===== config.mk =====
export PLATFORM = sky130hd
export DESIGN_NAME = vid2axis_rx
export DESIGN_NICKNAME = d
export VERILOG_FILES = /design/src/rtl/vid2axis_rx.sv
export SDC_FILE = /design/constraint.sdc
export NUM_CORES = 1
export LEC_CHECK = 0
export ABC_AREA = 1
export BUFFER_PORTS_ARGS = -buffer_cell sky130_fd_sc_hd__buf_4
export CORE_ASPECT_RATIO = 1.75
export CORE_MARGIN = 2
export CORE_UTILIZATION = 30
export CTS_BUF_LIST = sky130_fd_sc_hd__clkbuf_2 sky130_fd_sc_hd__clkbuf_4 sky130_fd_sc_hd__clkbuf_8
export CTS_CLUSTER_SIZE = 12
export DETAILED_ROUTE_END_ITERATION = 8
export SETUP_SLACK_MARGIN = 0.05
export SYNTH_ARGS = -nofsm -noshare
export SYNTH_HDL_FRONTEND = slang
export SYNTH_SLANG_ARGS = --single-unit

===== constraint.sdc =====
create_clock -name clk -period 5.13 [get_ports clk]
set_input_delay 0.2565 -clock clk [delete_from_list [all_inputs] [get_ports clk]]
set_output_delay 0.2565 -clock clk [all_outputs]
set_load 0.01 [all_outputs]

===== src/rtl/vid2axis_rx.sv =====
// Video timing (VSync/DE/pixel) to AXI4-Stream video receiver.
// Pixels pass through a one-entry hold stage into a show-ahead FIFO; tuser marks SOF, tlast marks EOL.
module vid2axis_rx #(
  parameter int DATA_W     = 24,
  parameter int FIFO_DEPTH = 16
) (
  input  logic              clk,
  input  logic              rstn,
  input  logic              pVSync,
  input  logic              pVDE,
  input  logic [DATA_W-1:0] pData,
  output logic [DATA_W-1:0] m_axis_video_tdata,
  output logic              m_axis_video_tvalid,
  input  logic              m_axis_video_tready,
  output logic              m_axis_video_tuser,
  output logic              m_axis_video_tlast,
  input  logic              clr_ovf,
  output logic              ovf,
  output logic [15:0]       frame_cnt,
  output logic [11:0]       line_len,
  output logic [1:0]        dbg_state
);

  localparam int AW = $clog2(FIFO_DEPTH);
  localparam int EW = DATA_W + 2;

  typedef enum logic [1:0] {
    WAIT_VS  = 2'd0,
    WAIT_SOF = 2'd1,
    ACTIVE   = 2'd2,
    DROP     = 2'd3
  } state_t;

  state_t              state_q, state_d;
  logic                vs_q;
  logic                hold_vld_q, hold_vld_d;
  logic [DATA_W-1:0]   hold_data_q, hold_data_d;
  logic                hold_user_q, hold_user_d;
  logic [AW:0]         wr_ptr_q, wr_ptr_d;
  logic [AW:0]         rd_ptr_q, rd_ptr_d;
  logic                ovf_q, ovf_d;
  logic [15:0]         frame_cnt_q, frame_cnt_d;
  logic [11:0]         line_len_q, line_len_d;
  logic [11:0]         line_cnt_q, line_cnt_d;
  logic [EW-1:0]       mem_q [FIFO_DEPTH];

  logic                vs_rise;
  logic                empty;
  logic                full;
  logic                pop;
  logic                wr_en;
  logic                wr_last;
  logic                ovf_event;
  logic                accept;
  logic [11:0]         cnt_inc;
  logic [EW-1:0]       wr_entry;
  logic [EW-1:0]       head;

  // Handshake: a beat transfers on a rising edge where tvalid and tready are both 1;
  // tvalid never depends on tready and the head entry is held until it transfers.
  always_comb begin
    vs_rise   = pVSync & ~vs_q;
    empty     = (wr_ptr_q == rd_ptr_q);
    full      = (wr_ptr_q[AW] != rd_ptr_q[AW]) && (wr_ptr_q[AW-1:0] == rd_ptr_q[AW-1:0]);
    pop       = ~empty & m_axis_video_tready;
    wr_en     = hold_vld_q & (~full | pop);
    ovf_event = hold_vld_q & full & ~pop;
    // A sync edge closes whatever line is still in the hold stage.
    wr_last   = ~pVDE | vs_rise;
    accept    = pVDE & ~vs_rise & ~ovf_event & ((state_q == WAIT_SOF) || (state_q == ACTIVE));
    cnt_inc   = (line_cnt_q == 12'hFFF) ? 12'hFFF : line_cnt_q + 12'd1;
    wr_entry  = {hold_data_q, hold_user_q, wr_last};
    head      = mem_q[rd_ptr_q[AW-1:0]];
  end

  always_comb begin
    state_d     = state_q;
    hold_vld_d  = accept;
    hold_data_d = hold_data_q;
    hold_user_d = hold_user_q;
    wr_ptr_d    = wr_ptr_q;
    rd_ptr_d    = rd_ptr_q;
    ovf_d       = ovf_q;
    frame_cnt_d = frame_cnt_q;
    line_len_d  = line_len_q;
    line_cnt_d  = line_cnt_q;

    if (vs_rise) begin
      state_d = WAIT_SOF;
    end else if (ovf_event) begin
      state_d = DROP;
    end else if ((state_q == WAIT_SOF) && accept) begin
      state_d = ACTIVE;
    end

    if (accept) begin
      hold_data_d = pData;
      hold_user_d = (state_q == WAIT_SOF);
    end

    if (wr_en) begin
      wr_ptr_d = wr_ptr_q + (AW+1)'(1);
      if (hold_user_q) begin
        frame_cnt_d = frame_cnt_q + 16'd1;
      end
      if (wr_last) begin
        line_len_d = cnt_inc;
        line_cnt_d = 12'd0;
      end else begin
        line_cnt_d = cnt_inc;
      end
    end else if (vs_rise) begin
      line_cnt_d = 12'd0;
    end

    if (pop) begin
      rd_ptr_d = rd_ptr_q + (AW+1)'(1);
    end

    // A new overflow wins over a simultaneous clear.
    if (ovf_event) begin
      ovf_d = 1'b1;
    end else if (clr_ovf) begin
      ovf_d = 1'b0;
    end
  end

  always_ff @(posedge clk or posedge rstn) begin
    if (rstn) begin
      state_q     <= WAIT_VS;
      vs_q        <= 1'b0;
      hold_vld_q  <= 1'b0;
      hold_data_q <= '0;
      hold_user_q <= 1'b0;
      wr_ptr_q    <= '0;
      rd_ptr_q    <= '0;
      ovf_q       <= 1'b0;
      frame_cnt_q <= 16'd0;
      line_len_q  <= 12'd0;
      line_cnt_q  <= 12'd0;
    end else begin
      state_q     <= state_d;
      vs_q        <= pVSync;
      hold_vld_q  <= hold_vld_d;
      hold_data_q <= hold_data_d;
      hold_user_q <= hold_user_d;
      wr_ptr_q    <= wr_ptr_d;
      rd_ptr_q    <= rd_ptr_d;
      ovf_q       <= ovf_d;
      frame_cnt_q <= frame_cnt_d;
      line_len_q  <= line_len_d;
      line_cnt_q  <= line_cnt_d;
    end
  end

  // Storage is not reset; the outputs below are masked while the FIFO is empty.
  always_ff @(posedge clk) begin
    if (wr_en) begin
      mem_q[wr_ptr_q[AW-1:0]] <= wr_entry;
    end
  end

  always_comb begin
    m_axis_video_tvalid = ~empty;
    m_axis_video_tdata  = empty ? '0 : head[EW-1:2];
    m_axis_video_tuser  = ~empty & head[1];
    m_axis_video_tlast  = ~empty & head[0];
    ovf                 = ovf_q;
    frame_cnt           = frame_cnt_q;
    line_len            = line_len_q;
    dbg_state           = state_q;
  end

endmodule


## Yosys cells after proc, flatten, opt, wreduce, memory -nomap -nowiden

Memory sizes are Yosys's and may differ from the RTL's.
Cells that the tools add are included.

| cells by class | value |
|---|---|
| reduce and logical (&&, ||, !) cells | 8 |
| eq/ne operators | 6 |
| bitwise operators | 19 |
| $add $sub $neg | 4 |
| multiplexer cells | 12 |

Operator list:

| cell | count |
|---|---|
| 2-to-1 mux 12 bit | 4 |
| 2-to-1 mux 24 bit | 1 |
| adder 16 x 1 -> 16 bit (second input constant) | 1 |
| adder 12 x 1 -> 12 bit (second input constant) | 1 |
| equality test 12 bit (second input constant) | 1 |
| adder 5 x 1 -> 5 bit (second input constant) | 2 |
| AND 1 bit | 10 |
| inverter 1 bit | 7 |
| 2-to-1 mux 2 bit | 3 |
| equality test 5 bit | 1 |
| equality test 4 bit | 1 |
| 2-to-1 mux 1 bit | 4 |
| AND reduction 2 bit | 2 |
| nonzero test 2 bit | 2 |
| nonzero test 3 bit | 1 |
| equality test 2 x 1 -> 1 bit (second input constant) | 1 |
| equality test 2 bit (second input constant) | 1 |
| logical AND 1 bit | 2 |
| bitwise OR 1 bit | 2 |
| logical OR 1 bit | 1 |
| inequality test 1 bit | 1 |

| storage, ports and cells | value |
|---|---|
| flip-flop bits (word level) | 80 |
| memories kept | 1 |
| output and inout bits | 58 |
| bits of input ports | 30 |
| bits in writable memories | 416 |
| word-level logic and storage cells | 61 |

Memories:

| name | words | width | rd ports | clocked after memory_dff | wr ports | RTL line | text |
|---|---|---|---|---|---|---|---|
| mem_q | 16 | 26 | 1 | 0 | 1 | 45 | `logic [EW-1:0] mem_q [FIFO_DEPTH];` |

## Depth between registers and ports, before layout

Gate-level depths: netlist (run 1).

| depth | value |
|---|---|
| word-level depth | 12 |
| depth in mapped cells | 11 |
| depth with buffers taken out | 9 |

## Worst setup path after synthesis (run 1)

No wires, ideal clock.

| timing path | value |
|---|---|
| path type | flip-flop to flip-flop |
| start point | register rd_ptr_q[1] |
| end point | memory mem_q[0][0] (netlist name), enable pin |
| library setup time | 409 ps |
| required time | 4721 ps |
| path buffers | 2 |
| path slack | 2333 ps |
| clock period less this slack | 2797 ps |
| arrival | 2388 ps |
| stages on the path, launching flop included | 12 |
| path through | dfrtp_1 buf_4 inv_2 nand2_1 nand2_2 nor2_4 nand3_4 nand2_2 buf_6 inv_2 nand2_1 nor2_1 |

| on the way | value |
|---|---|
| cells in the longest elaborated chain, start to end | 7 |
| elaborated cells between the ends (all ways) | 10 |
| classes of those cells | eq/ne: 2; mux: 2; bitwise: 5; reduce/logical: 1 |

RTL lines:

| item | RTL line | text |
|---|---|---|
| start: declaration | 40 | `logic [AW:0] rd_ptr_q, rd_ptr_d;` |
| start signal: assignment | 148 | `rd_ptr_q <= rd_ptr_d;` |
| equality test 5 bit / equality test 4 bit (equally long branches) | 63, 64 |  |
| inverter 1 bit / logical AND 1 bit (equally long branches) | 65, 64 |  |
| AND 1 bit / inverter 1 bit (equally long branches) | 65, 66 |  |
| bitwise OR 1 bit (*) | 66 | `wr_en = hold_vld_q & (~full \| pop);` |
| AND 1 bit (*) | 66 |  |
| 2-to-1 mux 1 bit (*) | 158 | `if (wr_en) begin` |
| 2-to-1 mux 1 bit (implied by the code) (*) | 159 | `mem_q[wr_ptr_q[AW-1:0]] <= wr_entry;` |
| end: declaration | 45 |  |

Mark *: on every way between the ends. The rest lies on a longest branch, timed or not.

## Final worst setup path (run 1)

| timing path | value |
|---|---|
| start point | register rd_ptr_q[0] |
| end point | output m_axis_video_tdata[14] |

| on the way | value |
|---|---|
| cells in the longest elaborated chain, start to end | 2 |
| elaborated cells between the ends (all ways) | 3 |
| classes of those cells | eq/ne: 1; mux: 1; memory: 1 |

RTL lines:

| item | RTL line | text |
|---|---|---|
| memory read (16 x 26 bit) / equality test 5 bit (equally long branches) | -- |  |
| 2-to-1 mux 24 bit (*) | 165 | `m_axis_video_tdata = empty ? '0 : head[EW-1:2];` |
| end: declaration | 12 | `output logic [DATA_W-1:0] m_axis_video_tdata,` |

Marked as above.

==> results of run 1 <==
## worst paths after layout
| check | startpoint | to | slack, ps |
|---|---|---|---|
| max | rd_ptr_q[0] | m_axis_video_tdata[14] | 1070 |
| min | rstn | hold_data_q[11] | 120 |
| max reg2reg | rd_ptr_q[0] | mem_q[10][13] | 1560 |
| min reg2reg | line_len[11] | line_len[11] | 490 |
| max in group asynchronous | rstn | rd_ptr_q[0] | 3770 |
| min in group clk | pVDE | dbg_state[0] | 120 |
## layer usage
layer | vias to the layer above | wire, microns | global-route usage [%]
met2 | 408 | 29970 | 28.68
met1 | 7087 | 20980 | 16.76
met5 | - | 0 | 0
met3 | 111 | 2278 | 2.145
met4 | 0 | 1859 | 6.329
li1 | 7108 | - | -
## stage by stage
step           instances  area (sq um)  total power [W]
2_1_floorplan       2128         21500         0.008394
3_5_place_dp        3043         22990          0.01035
6_report            3192         24580          0.01319
4_1_cts             3191         24580          0.01334
5_1_grt             3192         24580          0.01395
3_3_place_gp        3043         22990          0.01027
## placed cells by master, fill, tap and decap left out, types with 2 or more instances in the layout
master / n
sky130_fd_sc_hd__dfrtp_4: 2
sky130_fd_sc_hd__o21ai_0: 102
sky130_fd_sc_hd__nor2_1: 187
sky130_fd_sc_hd__buf_4: 98
sky130_fd_sc_hd__xnor2_1: 11
sky130_fd_sc_hd__inv_2: 7
sky130_fd_sc_hd__dfrtp_1: 78
sky130_fd_sc_hd__nand3_2: 5
sky130_fd_sc_hd__nand4_1: 5
sky130_fd_sc_hd__a21oi_1: 27
sky130_fd_sc_hd__nand2_1: 702
sky130_fd_sc_hd__inv_1: 216
sky130_fd_sc_hd__nand3_1: 213
sky130_fd_sc_hd__clkinv_2: 14
sky130_fd_sc_hd__clkbuf_8: 74
sky130_fd_sc_hd__dlygate4sd3_1: 28
sky130_fd_sc_hd__o21ai_1: 4
sky130_fd_sc_hd__nor2_4: 19
sky130_fd_sc_hd__xor2_1: 11
sky130_fd_sc_hd__inv_6: 2
sky130_fd_sc_hd__clkinv_1: 15
sky130_fd_sc_hd__edfxtp_1: 416
sky130_fd_sc_hd__clkbuf_4: 17
sky130_fd_sc_hd__ha_1: 9
sky130_fd_sc_hd__nand2_2: 3
## Yosys cell counts, types with 3 or more instances
| cell type | instances |
|---|---|
| sky130_fd_sc_hd__nand3_2 | 5 |
| sky130_fd_sc_hd__o21ai_0 | 102 |
| sky130_fd_sc_hd__buf_2 | 46 |
| sky130_fd_sc_hd__nor2_1 | 203 |
| sky130_fd_sc_hd__nor2_4 | 3 |
| sky130_fd_sc_hd__buf_1 | 5 |
| sky130_fd_sc_hd__nand2_2 | 3 |
| sky130_fd_sc_hd__a21oi_1 | 27 |
| sky130_fd_sc_hd__inv_2 | 8 |
| sky130_fd_sc_hd__nand4_1 | 5 |
| sky130_fd_sc_hd__clkbuf_1 | 32 |
| sky130_fd_sc_hd__xor2_1 | 11 |
| sky130_fd_sc_hd__nand2_1 | 702 |
| sky130_fd_sc_hd__xnor2_1 | 11 |
| sky130_fd_sc_hd__nand3_1 | 213 |
| sky130_fd_sc_hd__dfrtp_1 | 80 |
| sky130_fd_sc_hd__o21ai_1 | 4 |
| sky130_fd_sc_hd__edfxtp_1 | 416 |
| sky130_fd_sc_hd__buf_6 | 5 |
| sky130_fd_sc_hd__inv_1 | 217 |
| sky130_fd_sc_hd__ha_1 | 9 |
| sky130_fd_sc_hd__buf_4 | 11 |
## final cells by class
type	count	area, sq um
Fill cell	7050	46280
Tap cell	917	1147
Timing Repair Buffer	126	1016
Clock inverter	29	156.4
Antenna cell	1	2.502
Clock buffer	91	1146
Inverter	227	860.8
Multi-Input combinational cell	1305	5748
Sequential cell	496	14500
## where the power goes
part | internal (W) | switching, W
clock | 0.00151 | 0.00147
sequential | 0.00516 | 0.000817
combinational | 0.00134 | 0.00289
total | 0.00801 | 0.00518
## worst reg2reg max path: stages (launching register included)
cell and delay [ps]:
sky130_fd_sc_hd__dfrtp_4 430, sky130_fd_sc_hd__buf_4 620, sky130_fd_sc_hd__nand2_1 140, sky130_fd_sc_hd__nand2_1 140, sky130_fd_sc_hd__nor2_4 60, sky130_fd_sc_hd__nand3_4 100
sky130_fd_sc_hd__nand2_2 290, sky130_fd_sc_hd__inv_2 260, sky130_fd_sc_hd__nand2_1 290, sky130_fd_sc_hd__nor2_4 830
## cell families (layout without fill, tap and decap cells)
logic type               after synthesis  after routing  synth area share [%]
AO/OA/AOI/OAI                        136            136                 3.213
flip-flops                           496            496                 67.42
AND/OR/NAND/NOR                     1138           1138                 21.54
buffers and inverters                327            473                 6.407
adder cells (fa/ha/maj)                9              9                0.5238
XOR/XNOR                              22             22                0.8962
other                                  0              1                     0
## state kept, by name, summed over array words and instances (netlist names)
name,cells
ovf,1
dbg_state,2
vs_q,1
rd_ptr_q,5
line_cnt_q,12
wr_ptr_q,5
line_len,12
frame_cnt,16
hold_vld_q,1
hold_user_q,1
mem_q,416
hold_data_q,24
## timing repair
item / 4_1_cts / 5_1_grt
resized for setup: 0 / 0
hold buffers: 28 / 0
endpoints found under the hold margin: 49 / 0
==> impl_summary.log, run 1 <==
[metrics] count of cells along the worst register-to-register path: 9
[metrics] CP Class: flip-flop to output pin
[metrics] Post-synth EDFFs: 416
[metrics] main area contributors after synthesis: sky130_fd_sc_hd__edfxtp_1 (58%), sky130_fd_sc_hd__nand2_1 (12%), sky130_fd_sc_hd__dfrtp_1 (9.3%)
[metrics] clock tree sinks: 496
[metrics] residual overflow from global routing: 0
[metrics] clock tree from TritonCTS: done
[metrics] endpoint required time on the critical path: 4870 ps
[metrics] status: finished, final reports clean
[metrics] series of cell instances along the critical path: inv_6 -> buf_4 -> o21ai_0 -> nand3_1 -> nand3_1 -> a21oi_1 -> buf_4
[metrics] maximum count of clock buffers along a single path: 3
[metrics] post-layout util: 34.69%
[metrics] final routed wirelength across all metal layers: 55090 microns
[metrics] final slew viol count: 0
[metrics] pin count of the biggest net entering global routing: 107
[metrics] first-pass GRT wire length: 84840 microns
[metrics] pwr/cell area: 536.5 nW/um^2
[metrics] Main synth FF type: sky130_fd_sc_hd__edfxtp_1
[metrics] arrival time of the worst setup path: 3800 ps
[metrics] worst slew margin relative to its limit: 19.93%
[metrics] HPWL after detailed placement: 34820 microns
[metrics] number of DRC violations after detailed-routing iteration 0: 1007
[metrics] kind of launch point of the worst setup path: flip-flop
[metrics] number of buffer and inverter stages on the critical path: 3
[metrics] input/output buffers: 87
[metrics] CTS H-Tree Depth: 3
[metrics] fmax: 246.5 MHz
[metrics] total number of vias: 14714
[metrics] via count of the first global-routing pass: 14951
[metrics] core area: 70860 sq um
[metrics] max-cap violations: 0
[metrics] residual antenna-violating net count after detailed routing: 0
[metrics] Syn Std Cell Area: 21500 sq um
[metrics] area share of the largest cell type after synthesis: 58.10%
[metrics] Pre-Repair DR Iteration Count: 5
[metrics] die width: 206.4 microns
[metrics] slew at the pin with the worst max-slew slack: 1194 ps
[metrics] Clk Latency, worst-skew pair: 640 ps
[metrics] setup repair after global routing missed its margin: no
[metrics] Yosys warning total: 0
[metrics] die outline area: 73910 sq um
[metrics] number of placement rows: 129
[metrics] Die Y: 358.1 microns
[metrics] Setup WS pre-CTS: 1556 ps
[metrics] Static Leakage: 10.09 nW
[metrics] worst-case clock skew: 26.18 ps
[metrics] clk root buf: sky130_fd_sc_hd__clkbuf_8
[metrics] Avg Vias per Cell: 4.610
[metrics] placer congestion estimate: 0.8616
[metrics] total CTS buffers: 66
[metrics] Clock transition at path regs: 70 ps
[metrics] library cell with the largest summed area after synthesis: sky130_fd_sc_hd__edfxtp_1
[metrics] Syn Nets: 2167
[metrics] logic depth of the worst path, buffers included: 7
[metrics] count of endpoints failing hold in the final timing report: 0
[metrics] antenna violations before repair: 1
[metrics] Post-CTS Setup Bufs: 0
[metrics] fraction of registers with async set/reset: 16.13%
[metrics] starting utilization of the core area: 30.34%
[metrics] hold_ws: 121.1 ps
[metrics] Final TNS setup: 0 ps
[metrics] number of DRC violations after detailed routing: 0
[metrics] fraction of the yosys area taken by sequential cells: 67.42%
[metrics] final cycle utilization of the critical path: 79.07%
[metrics] Unique masters post-synth: 32
[metrics] classification of the worst-slack hold path: input port to async pin
[metrics] fraction of final layout cells sized beyond drive strength 1: 10.91%
[metrics] CP endpoint kind: output pin
[metrics] Seq cells post-synth: 496
[metrics] total global-route track usage: 15.17%
[metrics] kind of cell with the highest combined delay on the critical path: buffers and inverters
[metrics] Routed WL per cell: 17.26 microns
[metrics] minimum period implied by the final worst setup slack: 4056 ps
[metrics] Avg Synthesized Cell Area: 10.10 sq um
[metrics] Max FO, Critical Path: 106
[metrics] Area Growth Syn to Fin: 14.32%
[metrics] I/O pin cnt: 88
[metrics] IR drop worst, VDD: 0.4285 mV
[metrics] number of instances in the synthesized netlist: 2128
[metrics] post-route worst setup slack: 1074 ps
[metrics] final setup violation count: 0
[metrics] Slowest cell on crit path: sky130_fd_sc_hd__buf_4
[metrics] NumNets Final: 2261
[metrics] highest cell delay on the worst timing path: 850 ps
(Power assumes the default switching activity.)
==> run 2, diff against run 1 <==
==> constraint.sdc (replaced) <==
create_clock -name clk -period 3.9 [get_ports clk]
set_input_delay 0.195 -clock clk [delete_from_list [all_inputs] [get_ports clk]]
set_output_delay 0.195 -clock clk [all_outputs]
set_load 0.01 [all_outputs]
==> run 2 against run 1 <==
  * Die area unchanged
  * Register-to-register slack worse by 570 ps
  * Global-route usage up 0.15 points
  * Non-clock buffer count up 21
  * Worst setup slack worse by 560 ps
  * Worst hold slack better by 57 ps
  * Via count up 1.0%
  * Routed wire length up 0.15%
  * Sequential share of layout area down 0.41 points
==> impl_summary.log, run 2 (synthesis results as in run 1) <==
[metrics] status: finished, final reports clean
[metrics] most frequent standard cell in the layout excluding fill and tap cells: sky130_fd_sc_hd__nand2_1
[metrics] CP Class: flip-flop to output pin
[metrics] fmax: 295.5 MHz
[metrics] start of the worst register-to-register path: rd_ptr_q[2]
[metrics] Static Leakage: 10.17 nW (+0.80%)
[metrics] number of DRC violations after detailed routing: 0 (unchanged)
[metrics] Routed WL per cell: 17.18 microns (-0.44%)
[metrics] fraction of final layout cells sized beyond drive strength 1: 11.51% (+0.61 points)
[metrics] Clock transition at path regs: 70 ps (about the same)
[metrics] classification of the worst-slack hold path: input port to async pin
[metrics] terminus of the critical flop-to-flop path: mem_q[13][3]
[metrics] post-cts gate resize count: 0 (unchanged)
[metrics] final cycle utilization of the critical path: 86.77%
[metrics] IR drop worst, VDD: 0.5113 mV (+19%)
[metrics] minimum period implied by the final worst setup slack: 3384 ps
[metrics] arrival time of the worst setup path: 3190 ps (-610 ps)
[metrics] CP endpoint kind: output pin
[metrics] CTS H-Tree Depth: 3 (unchanged)
[metrics] residual overflow from global routing: 0 (unchanged)
[metrics] Area Growth Syn to Fin: 15.11%
[metrics] slew at the pin with the worst max-slew slack: 1027 ps (-167.1 ps)
[metrics] die outline area: 73910 sq um (unchanged)
[metrics] setup repair after global routing missed its margin: no
[metrics] Final TNS setup: 0 ps (unchanged)
[metrics] die width: 206.4 microns (unchanged)
[metrics] post-route worst setup slack: 515.9 ps (-557.7 ps)
[metrics] pin count of the biggest net entering global routing: 211 (+97%)
[metrics] Max FO, Critical Path: 156 (+47%)
[metrics] hold_ws: 178.1 ps (+56.97 ps)
[metrics] placer congestion estimate: 0.8720 (+1.2%)
[metrics] worst slew margin relative to its limit: 31.56% (+12 points)
[metrics] antenna violations before repair: 1 (unchanged)
[metrics] post-layout util: 34.93% (+0.24 points)
[metrics] NumNets Final: 2283 (+0.97%)
[metrics] kind of launch point of the worst setup path: flip-flop
[metrics] final setup violation count: 0 (unchanged)
[metrics] Setup WS pre-CTS: 1003 ps (-552.3 ps)
[metrics] via count of the first global-routing pass: 15285 (+2.2%)
[metrics] post-route cell area: 24750 sq um (+0.69%)
[metrics] Die Y: 358.1 microns (unchanged)
[metrics] final slew viol count: 0 (unchanged)
[metrics] total CTS buffers: 67 (+1.5%)
[metrics] final routed wirelength across all metal layers: 55170 microns (+0.15%)
[metrics] Pre-Repair DR Iteration Count: 5 (unchanged)
[metrics] setup slack, reg-to-reg: 990 ps (-570 ps)
[metrics] flip-flop count of the largest register, all copies and words added: 416 (unchanged)
[metrics] clk root buf: sky130_fd_sc_hd__clkbuf_8
[metrics] endpoint required time on the critical path: 3700 ps (-1170 ps)
[metrics] I/O pin cnt: 88 (unchanged)
[metrics] core area: 70860 sq um (unchanged)
[metrics] total global-route track usage: 15.32% (+0.15 points)
[metrics] clock tree from TritonCTS: done
[metrics] Clk Latency, worst-skew pair: 650 ps (about the same)
[metrics] max-cap violations: 0 (unchanged)
[metrics] count of cells along the worst register-to-register path: 10 (+1)
[metrics] starting utilization of the core area: 30.34% (unchanged)
[metrics] residual antenna-violating net count after detailed routing: 0 (unchanged)
[metrics] count of endpoints failing hold in the final timing report: 0 (unchanged)
[metrics] maximum count of clock buffers along a single path: 3 (unchanged)
[metrics] pwr/cell area: 692.0 nW/um^2 (+29%)
[metrics] first-pass GRT wire length: 86370 microns (+1.8%)
[metrics] total number of vias: 14868 (+1.0%)
[metrics] Avg Vias per Cell: 4.630 (+0.45%)
[metrics] number of placement rows: 129 (unchanged)
[metrics] commonest non-fill, non-tap cells in the layout: sky130_fd_sc_hd__nand2_1 (702), sky130_fd_sc_hd__edfxtp_1 (416), sky130_fd_sc_hd__inv_1 (216)
[metrics] worst-case clock skew: 32.90 ps (+6.717 ps)
[metrics] clock tree sinks: 496 (unchanged)
[metrics] input/output buffers: 87 (unchanged)
[metrics] Cell Area, Placed: 23180 sq um (+0.82%)
[metrics] HPWL after detailed placement: 32480 microns (-6.7%)
[metrics] number of DRC violations after detailed-routing iteration 0: 1037 (+3.0%)
[run 2: cell types whose count changed in the layout (fill, tap and decap cells not counted), moves of 2 or more]
cell and change:
sky130_fd_sc_hd__clkbuf_4 -2, sky130_fd_sc_hd__buf_4 +17, sky130_fd_sc_hd__clkinvlp_4 +5, sky130_fd_sc_hd__clkinv_2 -5, sky130_fd_sc_hd__clkbuf_8 -3, sky130_fd_sc_hd__clkinv_1 +2
sky130_fd_sc_hd__buf_12 +3
[run 2: worst max-delay path by stage]
stage,from,endpoint,slack [ps],cells past startpoint
finish,rd_ptr_q[0],m_axis_video_tdata[15],520,11
global route,rd_ptr_q[0],m_axis_video_tdata[4],240,11
CTS,rd_ptr_q[0],m_axis_video_tdata[15],450,11
detailed placement,rd_ptr_q[2],mem_q[13][2],1000,10
global placement,rd_ptr_q[2],mem_q[13][2],1030,10
floorplan,rd_ptr_q[1],mem_q[0][0],1100,11
[run 2: worst max-delay path: stages, from the launching register on]
cell and delay (ps):
sky130_fd_sc_hd__dfrtp_4 520, sky130_fd_sc_hd__inv_6 310, sky130_fd_sc_hd__buf_12 510, sky130_fd_sc_hd__nand2_1 110
sky130_fd_sc_hd__nand2_1 80, sky130_fd_sc_hd__nand2_1 50, sky130_fd_sc_hd__nand2_1 100, sky130_fd_sc_hd__nand2_1 60
sky130_fd_sc_hd__nand2_1 60, sky130_fd_sc_hd__inv_1 40, sky130_fd_sc_hd__a21oi_1 370, sky130_fd_sc_hd__buf_4 210
[run 2: area by class of cell]
| type | instances | area (sq um) |
|---|---|---|
| clock inverter | 32 | 185.2 |
| fill | 7022 | 46110 |
| timing repair buffer | 147 | 1214 |
| antenna | 1 | 2.502 |
| inverter | 227 | 860.8 |
| sequential | 496 | 14500 |
| clock buffer | 86 | 1090 |
| tap | 917 | 1147 |
| multi-input combinational | 1305 | 5748 |
[run 2: per-stage QoR]
stage,std cells,power [W]
after floorplan,2128,0.01104
after global placement,3063,0.01332
after detailed placement,3063,0.01342
after CTS,3210,0.01731
after global routing,3211,0.01822
final,3211,0.01713
[run 2: power breakdown]
part	switching, W	leakage, nW	internal, W
logic	0.00386	4.68	0.00181
clock network	0.00195	0.660	0.00191
registers	0.000812	4.83	0.00679
total	0.00662	10.2	0.0105
[run 2: timing repair]
item	CTS	global route
endpoints found under the setup margin	0	0
hold buffers	29	0
endpoints found under the hold margin	66	0
buffers inserted	0	0
[run 2: layer usage]
layer	track usage, %	vias to the layer above	routed length (microns)
met5	0	-	0
met4	7.143	0	2254
met3	2.381	138	2485
met2	28.49	433	29210
met1	16.89	7152	21220
li1	-	7145	-
